<file path="src/rtl/trace_pkg.sv">
// Shared record geometry and UART FSM encoding for the commit-trace transmitter.
package trace_pkg;

    localparam int unsigned REC_W          = 64;
    localparam int unsigned BYTES_PER_REC  = 8;
    localparam int unsigned BITS_PER_FRAME = 10;

    typedef enum logic [2:0] {
        IDLE  = 3'd0,
        LOAD  = 3'd1,
        START = 3'd2,
        DATA  = 3'd3,
        STOP  = 3'd4
    } tx_state_e;

endpackage

</file>
<file path="src/rtl/trace_fifo.sv">
// Synchronous first-word-fall-through FIFO holding captured trace records.
module trace_fifo #(
    parameter int unsigned WIDTH = 64,
    parameter int unsigned DEPTH = 8
) (
    input  logic                     Clk,
    input  logic                     Reset,
    input  logic                     push,
    input  logic                     pop,
    input  logic [WIDTH-1:0]         din,
    output logic [WIDTH-1:0]         dout,
    output logic [$clog2(DEPTH):0]   count,
    output logic                     full,
    output logic                     empty
);

    localparam int unsigned AW = $clog2(DEPTH);
    localparam int unsigned CW = AW + 1;

    logic [WIDTH-1:0] mem [DEPTH];
    logic [AW-1:0]    wr_ptr;
    logic [AW-1:0]    rd_ptr;
    logic             push_ok;
    logic             pop_ok;

    // A push into a full FIFO is only legal when the head leaves on the same edge.
    assign push_ok = push && (!full || pop);
    assign pop_ok  = pop && !empty;

    assign full  = (count == CW'(DEPTH));
    assign empty = (count == '0);
    assign dout  = mem[rd_ptr];

    // Record storage; contents are don't-care until written.
    always_ff @(posedge Clk) begin
        if (push_ok) begin
            mem[wr_ptr] <= din;
        end
    end

    // Pointers wrap naturally; occupancy kept separately to tell full from empty.
    always_ff @(posedge Clk or posedge Reset) begin
        if (Reset) begin
            wr_ptr <= '0;
            rd_ptr <= '0;
            count  <= '0;
        end else begin
            if (push_ok) begin
                wr_ptr <= wr_ptr + AW'(1);
            end
            if (pop_ok) begin
                rd_ptr <= rd_ptr + AW'(1);
            end
            case ({push_ok, pop_ok})
                2'b10:   count <= count + CW'(1);
                2'b01:   count <= count - CW'(1);
                default: count <= count;
            endcase
        end
    end

endmodule

</file>
<file path="src/rtl/trace_uart_tx.sv">
// Captures one {PC, write-data} record per PC change and sends it as eight 8N1 bytes, MSB byte first.
module trace_uart_tx
    import trace_pkg::*;
#(
    parameter int unsigned DEPTH        = 8,
    parameter int unsigned CLKS_PER_BIT = 434
) (
    input  logic                     Clk,
    input  logic                     Reset,
    input  logic                     TraceEn,
    input  logic [31:0]              PCResult,
    input  logic [31:0]              WriteData,
    output logic                     Tx,
    output logic                     Busy,
    output logic [$clog2(DEPTH):0]   FifoCount,
    output logic [15:0]              DropCount,
    output logic                     Overflow
);

    localparam int unsigned CW        = $clog2(DEPTH) + 1;
    localparam int unsigned BW        = $clog2(CLKS_PER_BIT);
    localparam int unsigned BIDX_W    = $clog2(BYTES_PER_REC);
    localparam int unsigned DATA_BITS = BITS_PER_FRAME - 2;

    logic             prev_valid;
    logic [31:0]      prev_pc;
    logic             capture;
    logic             push;
    logic             pop;
    logic             drop;
    logic             full;
    logic             empty;
    logic [REC_W-1:0] fifo_dout;
    logic [CW-1:0]    fifo_count;

    tx_state_e        state;
    logic [REC_W-1:0] shreg;
    logic [7:0]       cur_byte;
    logic [BIDX_W-1:0] byte_idx;
    logic [2:0]       bit_cnt;
    logic [BW-1:0]    baud;
    logic             baud_done;
    logic             tx_q;
    logic             busy_q;
    logic [15:0]      drop_q;
    logic             ovf_q;

    assign capture   = TraceEn && (!prev_valid || (PCResult != prev_pc));
    assign pop       = (state == LOAD) && !empty;
    assign push      = capture && (!full || pop);
    assign drop      = capture && full && !pop;
    assign baud_done = (baud == BW'(CLKS_PER_BIT - 1));
    assign cur_byte  = shreg[REC_W-1 -: 8];

    trace_fifo #(
        .WIDTH (REC_W),
        .DEPTH (DEPTH)
    ) u_fifo (
        .Clk   (Clk),
        .Reset (Reset),
        .push  (push),
        .pop   (pop),
        .din   ({PCResult, WriteData}),
        .dout  (fifo_dout),
        .count (fifo_count),
        .full  (full),
        .empty (empty)
    );

    // Last captured PC; updated on every capture, dropped or not, so a held PC never re-captures.
    always_ff @(posedge Clk or posedge Reset) begin
        if (Reset) begin
            prev_valid <= 1'b0;
            prev_pc    <= '0;
        end else if (capture) begin
            prev_valid <= 1'b1;
            prev_pc    <= PCResult;
        end
    end

    // Saturating drop counter and sticky overflow flag.
    always_ff @(posedge Clk or posedge Reset) begin
        if (Reset) begin
            drop_q <= '0;
            ovf_q  <= 1'b0;
        end else if (drop) begin
            ovf_q <= 1'b1;
            if (drop_q != 16'hFFFF) begin
                drop_q <= drop_q + 16'd1;
            end
        end
    end

    // UART framing FSM; Tx and Busy are set from the state being entered so both stay registered.
    always_ff @(posedge Clk or posedge Reset) begin
        if (Reset) begin
            state    <= IDLE;
            tx_q     <= 1'b1;
            busy_q   <= 1'b0;
            shreg    <= '0;
            byte_idx <= '0;
            bit_cnt  <= '0;
            baud     <= '0;
        end else begin
            case (state)
                IDLE: begin
                    if (!empty) begin
                        state   <= LOAD;
                        busy_q  <= 1'b1;
                        baud    <= '0;
                        bit_cnt <= '0;
                    end
                end
                LOAD: begin
                    shreg    <= fifo_dout;
                    byte_idx <= '0;
                    baud     <= '0;
                    bit_cnt  <= '0;
                    tx_q     <= 1'b0;
                    state    <= START;
                end
                START: begin
                    if (baud_done) begin
                        baud    <= '0;
                        bit_cnt <= '0;
                        tx_q    <= cur_byte[0];
                        state   <= DATA;
                    end else begin
                        baud <= baud + BW'(1);
                    end
                end
                DATA: begin
                    if (baud_done) begin
                        baud <= '0;
                        if (bit_cnt == 3'(DATA_BITS - 1)) begin
                            bit_cnt <= '0;
                            tx_q    <= 1'b1;
                            state   <= STOP;
                        end else begin
                            bit_cnt <= bit_cnt + 3'd1;
                            tx_q    <= cur_byte[3'(bit_cnt + 3'd1)];
                        end
                    end else begin
                        baud <= baud + BW'(1);
                    end
                end
                STOP: begin
                    if (baud_done) begin
                        baud    <= '0;
                        bit_cnt <= '0;
                        if (byte_idx != BIDX_W'(BYTES_PER_REC - 1)) begin
                            byte_idx <= byte_idx + BIDX_W'(1);
                            shreg    <= {shreg[REC_W-9:0], 8'h00};
                            tx_q     <= 1'b0;
                            state    <= START;
                        end else begin
                            busy_q <= 1'b0;
                            state  <= IDLE;
                        end
                    end else begin
                        baud <= baud + BW'(1);
                    end
                end
                default: begin
                    state  <= IDLE;
                    tx_q   <= 1'b1;
                    busy_q <= 1'b0;
                end
            endcase
        end
    end

    assign Tx        = tx_q;
    assign Busy      = busy_q;
    assign FifoCount = fifo_count;
    assign DropCount = drop_q;
    assign Overflow  = ovf_q;

endmodule

</file>
<file path="config.mk">
export PLATFORM = sky130hd
export DESIGN_NAME = trace_uart_tx
export DESIGN_NICKNAME = d
export VERILOG_FILES = /design/src/rtl/trace_pkg.sv /design/src/rtl/trace_fifo.sv /design/src/rtl/trace_uart_tx.sv
export SDC_FILE = /design/constraint.sdc
export NUM_CORES = 1
export LEC_CHECK = 0
export ABC_AREA = 1
export ABC_CLOCK_PERIOD_IN_PS = 11700
export CORE_MARGIN = 4
export CORE_UTILIZATION = 35
export CTS_BUF_LIST = sky130_fd_sc_hd__clkbuf_4 sky130_fd_sc_hd__clkbuf_8
export DETAILED_ROUTE_END_ITERATION = 12
export MAX_ROUTING_LAYER = met4
export SYNTH_ARGS = -nofsm -noshare
export SYNTH_HDL_FRONTEND = slang
export SYNTH_SLANG_ARGS = --single-unit
</file>
<file path="constraint.sdc">
create_clock -name Clk -period 11.7 [get_ports Clk]
set_input_delay 1.755 -clock Clk [delete_from_list [all_inputs] [get_ports Clk]]
set_output_delay 1.755 -clock Clk [all_outputs]
set_load 0.05 [all_outputs]
</file>
==> summary.txt, run 1 <==
Worst setup path
  – Buffers & Inverters on Critical Path: 5
  – WS Path Type: primary input to flip-flop
  – Worst R2R End: u_fifo.mem[1][8]$_DFFE_PP_
  – Max FO, Critical Path: 57
  – R2r setup slk: 7.59 ns
  – Worst Setup Start Kind: primary input
  – Critical path endpoint category: flip-flop
  – CP arrival: 5.92 ns
  – Stages on the worst setup path: 15
  – Slowest CP cell: nor2_4
  – Crit. Startpoint: PCResult[9]
  – Reg2Reg Depth: 13
  – Most Frequent Cell on Critical Path: nand2_1
  – WP data required: 12.01 ns
  – Reg-to-reg startpoint: prev_pc[5]$_DFFE_PP0N_
  – Crit path capture: u_fifo.mem[1][8]$_DFFE_PP_
  – Crit-path leading delay family: simple AND/OR/NAND/NOR gates
  – Worst-path cell chain: clkdlybuf4s50_1 -> inv_1 -> o21ai_0 -> nor2_1 -> nand2_1 -> nor2_1 -> nand2_1 -> inv_1 -> nand2_1 -> nand2_2 -> buf_4 -> nor2_2 -> nand2_1 -> nor2_4 -> buf_4
  – Crit-path max cell delay: 1.04 ns

Synthesis
  – Syn Inst Count: 2263
  – Seq/Total Area, Yosys: 70.7%
  – Post-synthesis average cell area: 11.9 sq um
  – Yosys warning total: 0
  – Ys flop type: edfxtp_1
  – Synth Cell Area: 26800 sq um
  – Most common cell in the netlist: edfxtp_1
  – Post-synthesis register bit count: 656
  – Area contributors post-synth: edfxtp_1 (57%), dfrtp_1 (13%), o21ai_0 (5.9%)
  – Post-synth cell types: 45
  – Async SR Flop Fraction: 22.0%
  – Top cell type's share of synthesized area: 57.3%
  – Synth top cells by count: edfxtp_1 (512), nor2_1 (369), o21ai_0 (315)
  – Post-synth net total: 2343
  – Yosys top cell by area: edfxtp_1
  – Number of synthesized flops with an enable pin: 512

Power
  – Power Internal: 0.00410 W
  – Sw Ratio: 25.1%
  – Comb pwr share: 10.3%
  – Worst VDD drop: 180 uV
  – Clock Power Share: 37.0%
  – Seq pwr share: 52.7%
  – NetSw: 0.00137 W
  – Pwr dens: 177 nW/um^2
  – LEAKAGE: 10.9 nW

Clock tree
  – Clock latency at the later pin of the worst-skew pair: 0.71 ns
  – CTS tree: done
  – Post CTS Setup Buffer Count: 0
  – CTS Root Buffer Type: clkbuf_8
  – Worst-case clock buffer depth: 3
  – Worst-path clk slew: 0.06 ns
  – Clk sink count: 656
  – H-Tree Level Count: 3
  – PostCTS Resize Cnt: 0
  – Total CTS buffers: 101
  – Hold Buf Count CTS: 0

STA
  – Setup violations, final: 0
  – Skew final: 0.0410 ns
  – Pins Over Slew Limit: 0
  – Final hold slack: 0.455 ns
  – Slew @ Worst Pin: 1.29 ns
  – Fin crit period: 5.61 ns
  – Maximum clock frequency: 178 MHz
  – Setup repair after global routing missed its margin: no
  – Hold Vio Cnt, Final: 0
  – Relative slew slack: 13.7%
  – Crit share post-route: 48.0%
  – Post-route setup TNS: 0 ns

Floorplanning
  – Core Box Area: 75900 sq um
  – Die X: 285 um
  – DIE HEIGHT: 285 um
  – Row count: 101
  – DIE AREA: 81200 sq um
  – Initial core utilization: 35.3%
  – I/O pin cnt: 90

Route
  – Drt wl/cell: 19.6 um
  – DR pass1 iterations: 6
  – Initial DRC Count: 1410
  – ANT nets after route: 0
  – Vias per cell: 5.14
  – Number of remaining DRC errors: 0
  – Vias: 17860
  – Routed WL: 68.1 mm

Final layout
  – Fin area: 30900 sq um
  – Fin nets: 2432
  – Share of layout cells above drive strength 1: 10.6%
  – Area grow syn2layout: 15.3%
  – Fin cells: 3473

Run
  – Max-Cap Viols: 0

Worst hold path
  – Tightest Hold Check Type: flip-flop to flip-flop

Global routing
  – Vias in the first global route: 17952
  – Gr ovfl total: 0
  – Total global-route track usage: 17.0%
  – Largest net degree at the start of global routing: 103
  – Antenna violations before repair: 5
  – First-pass GRT wire length: 105 mm

Place
  – DP Cell Count: 3279
  – Dpl hpwl: 37.3 mm
  – # port buffers: 89
  – Area post-placement: 28700 sq um
  – Placer congestion estimate: 0.803

Run status
  – Status: completed
power groups by stage:
stage | Sequential [W] | Clock [W] | Combinational, W
5_1_grt | 0.00290 | 0.00218 | 0.000616
6_report | 0.00288 | 0.00202 | 0.000563
3_3_place_gp | 0.00292 | 0 | 0.000560
4_1_cts | 0.00288 | 0.00207 | 0.000573
2_1_floorplan | 0.00298 | 0 | 0.000266
3_5_place_dp | 0.00293 | 0 | 0.000572
kinds of logic (layout without fill, tap and decap cells):
kind of cell / count (synthesis) / count (layout) / synth area share [%]
simple gates: 757 / 757 / 11.6
flops: 656 / 656 / 70.7
compound gates: 570 / 570 / 12.4
buf+inv: 242 / 419 / 3.74
xor+xnor: 25 / 25 / 0.816
fa+ha+maj: 13 / 13 / 0.634
other cells: 0 / 3 / 0
worst min-delay path by stage:
stage	startpoint	endpoint	slack (ns)	cells after the start
after floorplan	prev_valid$_DFFE_PP0N_	prev_valid$_DFFE_PP0N_	0.42	2
after global placement	prev_valid$_DFFE_PP0N_	prev_valid$_DFFE_PP0N_	0.45	2
after detailed placement	prev_valid$_DFFE_PP0N_	prev_valid$_DFFE_PP0N_	0.44	2
after CTS	prev_valid$_DFFE_PP0N_	prev_valid$_DFFE_PP0N_	0.46	2
after global routing	prev_valid$_DFFE_PP0N_	prev_valid$_DFFE_PP0N_	0.48	2
final	prev_valid$_DFFE_PP0N_	prev_valid$_DFFE_PP0N_	0.46	2
layout by cell type, fill, tap and decap left out, drive strengths merged, types with 2 or more instances in the layout:
cell type,synthesis,layout
xnor2,11,11
edfxtp,512,512
clkinv,0,17
clkbuf,86,168
a21oi,44,44
a221oi,2,2
buf,46,29
diode,0,3
xor2,14,14
o221ai,47,47
ha,12,12
a211oi,4,4
a32o,7,7
nand3b,2,2
nand3,54,54
o22ai,59,59
o21ai,336,336
clkinvlp,0,2
clkdlybuf4s50,0,89
o211ai,57,57
nor3,6,6
nor2,378,378
a22oi,4,4
inv,110,111
nand2,296,296
o21bai,2,2
dfrtp,143,143
a31oi,8,8
nand4,20,20
bufinv,0,3
flip-flops by register name, summed over array words and instances, names as in the netlist:
signal         flops
u_fifo.rd_ptr      3
state              3
baud               9
shreg             64
DropCount         16
byte_idx           3
u_fifo.count       4
Tx                 1
prev_valid         1
u_fifo.wr_ptr      3
Busy               1
Overflow           1
bit_cnt            3
prev_pc           32
u_fifo.mem       512
per-layer routing:
metal / part of all wire, % / track usage [%] / up-vias
met5: 0 / - / -
met4: 1.8 / 4.74 / 0
met3: 5.5 / 2.83 / 108
met2: 48 / 27.5 / 539
met1: 44 / 22.2 / 8919
li1: - / - / 8294
cell type report:
class,count,area (sq um)
flip-flops and latches,656,19000
well taps,1030,1290
diodes,3,7.51
inverters,110,427
fillers,7062,45000
multi-input cells,1365,6910
repair buffers,118,1110
clock inverters,23,193
clock buffers,168,2010
worst reg2reg max path: stages (launching register included):
cell and delay (ns):
dfrtp_1 0.40, o21ai_0 0.20, nor2_1 0.07, nand3_1 0.11, inv_1 0.06, nand2_1 0.11, inv_1 0.05, nand2_1 0.13
nand2_2 0.05, buf_4 0.30, nor2_2 0.24, nand2_1 0.26, nor2_4 1.04, buf_4 0.67
through the flow:
step                utilization, %  power, W  worst slack [ns]
finish                        40.7   0.00547              6.09
global route                  40.7   0.00569              5.83
floorplan                        -   0.00324              5.74
CTS                           40.7   0.00552              6.11
detailed placement            37.8   0.00350              5.37
global placement              37.8   0.00348              5.51
No activity file was read; power rests on OpenSTA's default activity.
==> run 2, diff against run 1 <==
--- a/config.mk
+++ b/config.mk
@@ -6,7 +6,7 @@
 export NUM_CORES = 1
 export LEC_CHECK = 0
 export ABC_AREA = 1
-export ABC_CLOCK_PERIOD_IN_PS = 11700
+export ABC_CLOCK_PERIOD_IN_PS = 5770
 export CORE_MARGIN = 4
 export CORE_UTILIZATION = 35
 export CTS_BUF_LIST = sky130_fd_sc_hd__clkbuf_4 sky130_fd_sc_hd__clkbuf_8
==> constraint.sdc (replaced) <==
create_clock -name Clk -period 5.77 [get_ports Clk]
set_input_delay 0.8655 -clock Clk [delete_from_list [all_inputs] [get_ports Clk]]
set_output_delay 0.8655 -clock Clk [all_outputs]
set_load 0.05 [all_outputs]
==> summary.txt, run 2 (synthesis results as in run 1) <==
Floorplanning
  – Die X: 285 um
  – Initial core utilization: 35.3%
  – DIE AREA: 81200 sq um
  – Core Box Area: 75900 sq um
  – Row count: 101
  – I/O pin cnt: 90
  – DIE HEIGHT: 285 um

Power
  – Pwr dens: 356 nW/um^2
  – Clock Power Share: 36.5%
  – Comb pwr share: 10.7%
  – Seq pwr share: 52.8%
  – Worst VDD drop: 233 uV
  – LEAKAGE: 11.0 nW
  – Sw Ratio: 25.2%
  – NetSw: 0.00279 W
  – Power Internal: 0.00826 W

Worst hold path
  – Hold Crit Start: Overflow$_DFFE_PP0P_
  – Worst Hold End: Overflow$_DFFE_PP0P_
  – Tightest Hold Check Type: flip-flop to flip-flop
  – Worst Hold Depth: 1

Final layout
  – Largest register FFs: 512
  – Top Registers: u_fifo.mem: 512 flops, shreg: 64 flops, prev_pc: 32 flops
  – Share of layout cells above drive strength 1: 10.5%
  – Commonest non-fill, non-tap cell in the layout: edfxtp_1
  – Seq. cell area: 19000 sq um
  – Most frequent cells in the layout: edfxtp_1 (512), nor2_1 (361), o21ai_0 (315)
  – Fin cells: 3475
  – Register with the most flip-flops: u_fifo.mem
  – Fin nets: 2436
  – Fillers: 7083
  – Area grow syn2layout: 15.6%
  – Multi-input gate area: 6910 sq um

Clock tree
  – Hold Buf Count CTS: 0
  – CTS tree: done
  – Worst-case clock buffer depth: 3
  – PostCTS Resize Cnt: 0
  – Clk sink count: 656
  – Worst-path clk slew: 0.06 ns
  – Post CTS Setup Buffer Count: 0
  – CTS Root Buffer Type: clkbuf_8
  – Clock latency at the later pin of the worst-skew pair: 0.69 ns
  – H-Tree Level Count: 3
  – Total CTS buffers: 100

Worst setup path
  – Worst R2R End: u_fifo.count[3]$_DFFE_PP0P_
  – Worst-path cell chain: clkdlybuf4s50_1 -> inv_1 -> o21ai_0 -> nor2_1 -> nand3_1 -> inv_1 -> nand2_1 -> inv_1 -> nand2_1 -> nand2_2 -> nor2_2 -> nand2_1 -> nor2_4 -> buf_4
  – Slowest CP cell: nor2_4
  – Max FO, Critical Path: 18
  – Critical path endpoint category: flip-flop
  – Buffers & Inverters on Critical Path: 5
  – CP arrival: 4.10 ns
  – Worst Setup Start Kind: primary input
  – Crit-path leading delay family: simple AND/OR/NAND/NOR gates
  – Stages on the worst setup path: 14
  – WP data required: 6.13 ns
  – Reg-to-reg startpoint: state[2]$_DFFE_PP0P_
  – R2r setup slk: 2.08 ns
  – Reg2Reg Depth: 12
  – Crit-path max cell delay: 0.73 ns
  – WS Path Type: primary input to flip-flop

Run status
  – Status: completed

STA
  – Final hold slack: 0.478 ns
  – Setup repair after global routing missed its margin: no
  – Skew final: 0.0319 ns
  – Setup violations, final: 0
  – Relative slew slack: 32.9%
  – Fin crit period: 3.74 ns
  – Post-route setup TNS: 0 ns
  – Hold Vio Cnt, Final: 0
  – Maximum clock frequency: 267 MHz
  – Slew @ Worst Pin: 1.01 ns
  – Crit share post-route: 64.8%
  – Pins Over Slew Limit: 0

Route
  – Highest Signal Layer: met4
  – ANT nets after route: 0
  – Routed wl met3: 3.97 mm
  – Routed WL: 68.8 mm
  – Vias per cell: 5.16
  – Initial DRC Count: 1712
  – Number of remaining DRC errors: 0
  – Routed met2 length: 32.4 mm
  – Met1 WL: 31.0 mm
  – DR pass1 iterations: 5
  – Drt wl/cell: 19.8 um
  – Vias: 17917

Global routing
  – Gr ovfl total: 0
  – Vias in the first global route: 18082
  – Total global-route track usage: 17.2%
  – Antenna violations before repair: 2
  – First-pass GRT wire length: 107 mm
  – Largest net degree at the start of global routing: 190

Place
  – # port buffers: 89
  – Dpl hpwl: 38.7 mm
  – Placer congestion estimate: 0.791
  – DP Cell Count: 3284

Run
  – Max-Cap Viols: 0
==> run 2: layout make-up <==
type	instances	area share [%]
sequential	656	61.2
multi-input combinational	1365	22.3
clock buffer	162	6.26
tap	1030	4.16
timing repair buffer	123	4.02
inverter	110	1.38
clock inverter	28	0.674
antenna	1	0.00807
==> run 2: worst reg2reg max path: cells and delay by family, from the launching register on <==
family,cells,cell delay [ns]
compound gates,1,0.22
xor+xnor,1,0.13
fa+ha+maj,2,0.64
buf+inv,1,0.45
flops,1,0.46
simple gates,7,1.69
==> run 2: per-layer routing <==
metal | vias to the layer above | GRT usage, %
li1 | 8295 | -
met1 | 8910 | 23.4
met2 | 610 | 27.1
met3 | 102 | 2.49
met4 | 0 | 4.90
met5 | - | -
==> run 2: power by group through the flow <==
stage                     clock network, W  logic, W  registers (W)
after floorplan                          0  0.000539        0.00604
after global placement                   0   0.00117        0.00591
after detailed placement                 0   0.00119        0.00593
after CTS                          0.00412   0.00120        0.00584
after global routing               0.00435   0.00129        0.00588
final                              0.00403   0.00118        0.00584
==> run 2: worst max-delay path by stage <==
stage                                       end         from  slack (ns)
finish               u_fifo.mem[6][2]$_DFFE_PP_  PCResult[1]        2.03
global route         u_fifo.mem[6][0]$_DFFE_PP_  PCResult[1]        1.81
CTS                  u_fifo.mem[6][8]$_DFFE_PP_  PCResult[1]        2.07
detailed placement  u_fifo.mem[6][16]$_DFFE_PP_  PCResult[1]        1.36
global placement     u_fifo.mem[6][0]$_DFFE_PP_  PCResult[1]        1.40
floorplan            u_fifo.mem[0][0]$_DFFE_PP_  PCResult[3]        0.70
==> run 2: metrics by stage <==
step	total power, W	worst slack [ns]	util [%]	instance area [sq um]
floorplan	0.00658	0.703	-	26800
global placement	0.00708	1.40	38.0	28900
detailed placement	0.00712	1.36	38.0	28900
CTS	0.0111	2.07	40.8	31000
global route	0.0115	1.81	40.8	31000
finish	0.0110	2.03	40.8	31000
